[config.mk]
export PLATFORM = sky130hd
export DESIGN_NAME = if_fetch_unit
export DESIGN_NICKNAME = d
export VERILOG_FILES = /design/src/rtl/if_fetch_unit.sv
export SDC_FILE = /design/constraint.sdc
export NUM_CORES = 1
export LEC_CHECK = 0
export ABC_AREA = 0
export BUFFER_PORTS_ARGS = -buffer_cell sky130_fd_sc_hd__buf_4
export CAP_MARGIN = 40
export CORE_MARGIN = 2
export CORE_UTILIZATION = 56
export DETAILED_ROUTE_END_ITERATION = 8
export GPL_TIMING_DRIVEN = 1
export PLACE_DENSITY_LB_ADDON = 0.05
export SLEW_MARGIN = 20
export SYNTH_ARGS = -nofsm -noshare
export SYNTH_HDL_FRONTEND = slang
export SYNTH_SLANG_ARGS = --single-unit
[constraint.sdc]
create_clock -name i_clk -period 3.2 [get_ports i_clk]
set_clock_uncertainty 0.05 [all_clocks]
set_input_delay 0 -clock i_clk [delete_from_list [all_inputs] [get_ports i_clk]]
set_output_delay 0 -clock i_clk [all_outputs]
set_load 0.02 [all_outputs]
[src/rtl/if_fetch_unit.sv]
// if_fetch_unit: instruction fetch stage plus the IF/ID pipeline register.
//   Owns the fetch PC, keeps at most one request outstanding to instruction
//   memory, parks one fetched word in a skid buffer when ID stalls, and
//   squashes the wrong-path fetch when ID redirects.
// Ports:
//   i_clk, i_rst_n         clock (rising edge), asynchronous active-low reset
//   i_stall                ID/EX hazard, hold the IF/ID register
//   i_takeBranch, i_jpc    redirect for the instruction currently in o_inst
//   o_memReq, o_memAddr    fetch request / word address (registered)
//   i_memAck, i_memData    request accepted, instruction returned that cycle
//   o_valid, o_pc, o_inst  IF/ID register contents (o_valid=0 is a bubble)
module if_fetch_unit #(
  parameter logic [31:0] RESET_PC = 32'h0000_0000
) (
  input  logic        i_clk,
  input  logic        i_rst_n,
  input  logic        i_stall,
  input  logic        i_takeBranch,
  input  logic [31:0] i_jpc,
  output logic        o_memReq,
  output logic [31:0] o_memAddr,
  input  logic        i_memAck,
  input  logic [31:0] i_memData,
  output logic        o_valid,
  output logic [31:0] o_pc,
  output logic [31:0] o_inst
);

  localparam int unsigned XLEN = 32;
  localparam logic [XLEN-1:0] WORD_MASK = 32'hFFFF_FFFC;
  localparam logic [XLEN-1:0] PC_STEP   = 32'd4;

  localparam logic [1:0] ST_FETCH    = 2'd0;
  localparam logic [1:0] ST_BUFFERED = 2'd1;
  localparam logic [1:0] ST_DROP     = 2'd2;

  logic [1:0]      state_q, state_d;
  logic [XLEN-1:0] fpc_q, fpc_d;
  logic [XLEN-1:0] skid_pc_q, skid_pc_d;
  logic [XLEN-1:0] skid_inst_q, skid_inst_d;
  logic            req_q, req_d;
  logic [XLEN-1:0] addr_q, addr_d;
  logic            valid_q, valid_d;
  logic [XLEN-1:0] pc_q, pc_d;
  logic [XLEN-1:0] inst_q, inst_d;

  logic ack_c;
  logic branch_c;

  // Acks only count while a request is actually being presented.
  assign ack_c    = req_q & i_memAck;
  assign branch_c = valid_q & ~i_stall & i_takeBranch;

  // State register.
  always_ff @(posedge i_clk or negedge i_rst_n) begin
    if (!i_rst_n) begin
      state_q     <= ST_FETCH;
      fpc_q       <= RESET_PC;
      skid_pc_q   <= '0;
      skid_inst_q <= '0;
      req_q       <= 1'b0;
      addr_q      <= RESET_PC;
      valid_q     <= 1'b0;
      pc_q        <= '0;
      inst_q      <= '0;
    end else begin
      state_q     <= state_d;
      fpc_q       <= fpc_d;
      skid_pc_q   <= skid_pc_d;
      skid_inst_q <= skid_inst_d;
      req_q       <= req_d;
      addr_q      <= addr_d;
      valid_q     <= valid_d;
      pc_q        <= pc_d;
      inst_q      <= inst_d;
    end
  end

  // Next-state, fetch PC, skid buffer and IF/ID register update.
  always_comb begin
    state_d     = state_q;
    fpc_d       = fpc_q;
    skid_pc_d   = skid_pc_q;
    skid_inst_d = skid_inst_q;
    valid_d     = valid_q;
    pc_d        = pc_q;
    inst_d      = inst_q;

    if (branch_c) begin
      // Redirect: bubble into ID, forget any parked word, restart at target.
      valid_d     = 1'b0;
      inst_d      = '0;
      skid_pc_d   = '0;
      skid_inst_d = '0;
      fpc_d       = i_jpc & WORD_MASK;
      // An unacked request must still complete before the bus is free.
      state_d     = (req_q && !i_memAck) ? ST_DROP : ST_FETCH;
    end else begin
      case (state_q)
        ST_FETCH: begin
          if (ack_c) begin
            fpc_d = fpc_q + PC_STEP;
            if (!i_stall || !valid_q) begin
              valid_d = 1'b1;
              pc_d    = fpc_q;
              inst_d  = i_memData;
            end else begin
              skid_pc_d   = fpc_q;
              skid_inst_d = i_memData;
              state_d     = ST_BUFFERED;
            end
          end else if (!i_stall) begin
            valid_d = 1'b0;
            inst_d  = '0;
          end
        end
        ST_BUFFERED: begin
          if (!i_stall) begin
            valid_d     = 1'b1;
            pc_d        = skid_pc_q;
            inst_d      = skid_inst_q;
            skid_pc_d   = '0;
            skid_inst_d = '0;
            state_d     = ST_FETCH;
          end
        end
        ST_DROP: begin
          // Wrong-path data is discarded; fpc already holds the target.
          if (ack_c) begin
            state_d = ST_FETCH;
          end
          if (!i_stall) begin
            valid_d = 1'b0;
            inst_d  = '0;
          end
        end
        default: begin
          state_d = ST_FETCH;
        end
      endcase
    end
  end

  // Request side: DROP keeps the squashed address on the bus until acked.
  always_comb begin
    req_d  = (state_d != ST_BUFFERED);
    addr_d = (state_d == ST_DROP) ? addr_q : fpc_d;
  end

  assign o_memReq  = req_q;
  assign o_memAddr = addr_q;
  assign o_valid   = valid_q;
  assign o_pc      = pc_q;
  assign o_inst    = inst_q;

endmodule

==> flow_results.xml <==
<?xml version="1.0" encoding="UTF-8"?>
<metrics>
  <group name="cts">
    <metric name="post_cts_resized" unit="">0</metric>
    <metric name="cts_tree" unit="">yes</metric>
    <metric name="cts_inserted_buffers" unit="">17</metric>
    <metric name="cts-root-buf" unit="">sky130_fd_sc_hd__clkbuf_16</metric>
    <metric name="cts.clk_slew.worst_paths" unit="ns">0.08</metric>
    <metric name="cts.path.max_buffers" unit="">2</metric>
    <metric name="cts_post_setup_buffers_inserted" unit="">0</metric>
    <metric name="worst_skew_pair.late_latency" unit="ns">0.44</metric>
    <metric name="cts_num_sinks" unit="">196</metric>
    <metric name="cts.htree.levels" unit="">4</metric>
  </group>
  <group name="synthesis">
    <metric name="synth_nets" unit="">982</metric>
    <metric name="synth_area_per_cell" unit="µm²">10.27</metric>
    <metric name="synthArstFlopShare" unit="">1.000</metric>
    <metric name="most_instantiated_flip_flop_cell_in_the_synthesis_netlist" unit="">sky130_fd_sc_hd__dfrtp_1</metric>
    <metric name="synth_common_cells" unit="">sky130_fd_sc_hd__dfrtp_1, sky130_fd_sc_hd__nand2_1, sky130_fd_sc_hd__a22o_1</metric>
    <metric name="yosys_register_bits" unit="">196</metric>
    <metric name="post_synth_num_cell_types" unit="">50</metric>
    <metric name="ys_seq_area_frac" unit="">0.5260</metric>
    <metric name="synthesis.instances" unit="">908</metric>
    <metric name="post-synth-top-area-cell" unit="">sky130_fd_sc_hd__dfrtp_1</metric>
    <metric name="syn-cell-area" unit="mm²">0.009324</metric>
    <metric name="yosys-top-cells-area" unit="">sky130_fd_sc_hd__dfrtp_1, sky130_fd_sc_hd__a22o_1, sky130_fd_sc_hd__nand2_1</metric>
    <metric name="ys.warnings.count" unit="">0</metric>
    <metric name="synth_edf_count" unit="">0</metric>
    <metric name="synthDominantCellAreaShare" unit="">0.5260</metric>
    <metric name="synthMostInstantiatedCell" unit="">sky130_fd_sc_hd__dfrtp_1</metric>
  </group>
  <group name="global_routing">
    <metric name="first_global_vias" unit="">7699</metric>
    <metric name="grt_max_degree" unit="">92</metric>
    <metric name="grt_first_pass_wirelength" unit="mm">40.10</metric>
    <metric name="grt.total_usage" unit="">0.2838</metric>
    <metric name="globalRouteOverflowTotal" unit="">0</metric>
    <metric name="initial_antenna_violation_count" unit="">0</metric>
  </group>
  <group name="floorplan">
    <metric name="num_rows" unit="">47</metric>
    <metric name="design.die.area" unit="mm²">0.01770</metric>
    <metric name="die_h" unit="µm">133.0</metric>
    <metric name="initial_core_util" unit="">0.5683</metric>
    <metric name="io_pins" unit="">167</metric>
    <metric name="die_w" unit="µm">133.0</metric>
    <metric name="core" unit="mm²">0.01641</metric>
  </group>
  <group name="run">
    <metric name="max-cap-violations" unit="">0</metric>
  </group>
  <group name="status">
    <metric name="status" unit="">completed</metric>
  </group>
  <group name="drt">
    <metric name="avgRoutedWirePerCell" unit="µm">18.41</metric>
    <metric name="detailroute.via_count" unit="">7929</metric>
    <metric name="drt-vias-per-instance" unit="">5.948</metric>
    <metric name="ant_nets" unit="">0</metric>
    <metric name="postRouteWirelength" unit="mm">24.55</metric>
    <metric name="first_pass_iters" unit="">4</metric>
    <metric name="drcViolationCount" unit="">0</metric>
    <metric name="drt_iter0_drc" unit="">689</metric>
  </group>
  <group name="power_and_ir_drop">
    <metric name="sequentialPowerShare" unit="">0.365</metric>
    <metric name="peakVddDrop" unit="V">0.0006489</metric>
    <metric name="p_sw" unit="mW">4.900</metric>
    <metric name="power_density" unit="mW/mm²">989.5</metric>
    <metric name="power.total" unit="mW">11.88</metric>
    <metric name="clkPwrFrac" unit="">0.178</metric>
    <metric name="power_leakage" unit="nW">5.410</metric>
    <metric name="power.switching_fraction" unit="">0.4126</metric>
    <metric name="internal-power" unit="mW">6.977</metric>
    <metric name="combinationalPowerShare" unit="">0.457</metric>
  </group>
  <group name="setup_path">
    <metric name="worstRegToRegCells" unit="">7</metric>
    <metric name="worstPathArrival" unit="ns">3.14</metric>
    <metric name="required" unit="ns">3.53</metric>
    <metric name="reg2reg_setup_slack" unit="ns">0.39</metric>
    <metric name="endpoint_kind" unit="">flop</metric>
    <metric name="timing_worst_setup_path_type" unit="">reg -&gt; reg</metric>
    <metric name="regToRegEndpoint" unit="">o_memAddr[15]</metric>
    <metric name="cp-start-kind" unit="">flop</metric>
    <metric name="critical_path.max_fanout" unit="">12</metric>
    <metric name="reg2reg_from" unit="">state_q[1]</metric>
  </group>
  <group name="finish">
    <metric name="antenna-diode-count" unit="">0</metric>
    <metric name="fill_cells" unit="">1203</metric>
    <metric name="fin_nets" unit="">1174</metric>
    <metric name="layout-area-overhead-vs-synth" unit="%">28.73</metric>
    <metric name="proportion_of_layout_cells_with_a_drive_suffix_above_1" unit="">0.2381</metric>
    <metric name="finalCoreUtilization" unit="">0.7316</metric>
  </group>
  <group name="sta">
    <metric name="finalSetupViolCount" unit="">0</metric>
    <metric name="grt_setup_unrepaired" unit="">no</metric>
    <metric name="worst_pin_slew" unit="ns">0.7346</metric>
    <metric name="timing_max_transition_violations_final" unit="">0</metric>
    <metric name="fin_tns_setup" unit="ns">0</metric>
    <metric name="final_min_period_over_clock_period" unit="">0.8777</metric>
    <metric name="max_freq" unit="MHz">356.0</metric>
    <metric name="period_needed" unit="ns">2.809</metric>
    <metric name="timing.final.hold_violations" unit="">0</metric>
    <metric name="worst_slew_margin_rel" unit="">0.5103</metric>
  </group>
  <group name="place">
    <metric name="placement.io_buffers" unit="">164</metric>
    <metric name="dp_hpwl" unit="mm">15.26</metric>
    <metric name="place_congestion" unit="">0.7877</metric>
  </group>
  <group name="worst_hold_path">
    <metric name="holdCritPathClass" unit="">in -&gt; reg</metric>
    <metric name="hold_start" unit="">i_stall</metric>
    <metric name="hold_depth" unit="">5</metric>
    <metric name="holdPathEnd" unit="">o_inst[16]</metric>
  </group>
</metrics>
## power groups by stage
stage	Sequential (mW)	Combinational, mW	Clock [mW]
after floorplan	4.70	2.94	0
after global placement	4.32	5.15	0
after detailed placement	4.34	5.36	0
after CTS	4.31	5.43	2.14
after global routing	4.46	5.88	2.24
final	4.34	5.43	2.11
## final cells by class
| class | instances | area [µm²] | area share |
|---|---|---|---|
| flip-flops and latches | 196 | 4905 | 0.4086 |
| clock inverters | 11 | 118.9 | 0.009903 |
| repair buffers | 255 | 2146 | 0.1788 |
| multi-input cells | 625 | 4079 | 0.3398 |
| inverters | 5 | 18.77 | 0.001564 |
| well taps | 220 | 275.3 | 0.02293 |
| clock buffers | 21 | 460.4 | 0.03836 |
## metrics by stage
step / hold slack, ns / cell area (µm²) / instances / worst slack, ns
floorplan: -0.3456 / 9324 / 908 / 0.8931
global placement: 0.05760 / 10740 / 1235 / 0.5206
detailed placement: 0.05101 / 10780 / 1237 / 0.4299
CTS: 0.07785 / 12000 / 1333 / 0.4207
global route: 0.1161 / 12000 / 1333 / 0.1415
finish: 0.08798 / 12000 / 1333 / 0.3913
## what timing repair did
action / 4_1_cts / 5_1_grt
endpoints found under the setup margin: 0 / 0
endpoints found under the hold margin: 206 / 0
hold buffers: 64 / 0
## worst max path at each step
stage | start | endpoint | depth (start not counted)
after floorplan | state_q[1] | o_memAddr[10] | 10
after global placement | state_q[0] | o_pc[21] | 7
after detailed placement | state_q[1] | o_memAddr[15] | 7
after CTS | state_q[1] | o_memAddr[15] | 7
after global routing | state_q[1] | o_memAddr[15] | 7
final | state_q[1] | o_memAddr[15] | 7
## cells by family (layout without fill, tap and decap cells)
family	Yosys count	in the layout	share of synthesized area
simple gates	294	294	0.1511
compound gates	250	250	0.1911
flops	196	196	0.5260
buf+inv	87	292	0.04026
mux	67	67	0.07636
xor+xnor	9	9	0.008455
fa+ha+maj	5	5	0.006710
## flip-flops by register name (all words and copies together) (netlist names)
register	flops
skid_pc_q	32
o_pc	32
o_inst	32
o_memReq	1
skid_inst_q	32
fpc_q	32
o_memAddr	32
state_q	2
o_valid	1
## worst max-delay path, cell delays in order, from the launching register on
cell                      delay (ns)
sky130_fd_sc_hd__dfrtp_1        0.40
sky130_fd_sc_hd__inv_1          0.12
sky130_fd_sc_hd__ha_1           0.35
sky130_fd_sc_hd__and4_1         0.48
sky130_fd_sc_hd__nand2_1        0.34
sky130_fd_sc_hd__or4_1          0.55
sky130_fd_sc_hd__a31oi_1        0.27
sky130_fd_sc_hd__mux2_2         0.20
## cells in the final DEF (no fill, tap or decap), types with 8 or more instances in the layout
master,Yosys,routed
sky130_fd_sc_hd__dfrtp_1,196,196
sky130_fd_sc_hd__buf_4,5,185
sky130_fd_sc_hd__nand2_1,160,160
sky130_fd_sc_hd__a22o_1,92,92
sky130_fd_sc_hd__dlygate4sd3_1,0,64
sky130_fd_sc_hd__o21ai_0,49,49
sky130_fd_sc_hd__nand3_1,48,48
sky130_fd_sc_hd__mux2i_1,34,34
sky130_fd_sc_hd__a21oi_1,35,34
sky130_fd_sc_hd__mux2_2,32,32
sky130_fd_sc_hd__a22oi_1,32,32
sky130_fd_sc_hd__nor2_1,20,19
sky130_fd_sc_hd__clkbuf_16,0,17
sky130_fd_sc_hd__or4_1,14,14
sky130_fd_sc_hd__a31oi_1,13,13
sky130_fd_sc_hd__nand4_1,11,11
sky130_fd_sc_hd__o31ai_1,9,9
sky130_fd_sc_hd__xor2_1,8,8
## metal layers
metal	GRT usage	part of all wire
met2	0.4312	0.46
met3	0.06054	0.063
met5	0	0
met4	0.07885	0.013
met1	0.4155	0.46
Power figures use the tool's default switching activity.
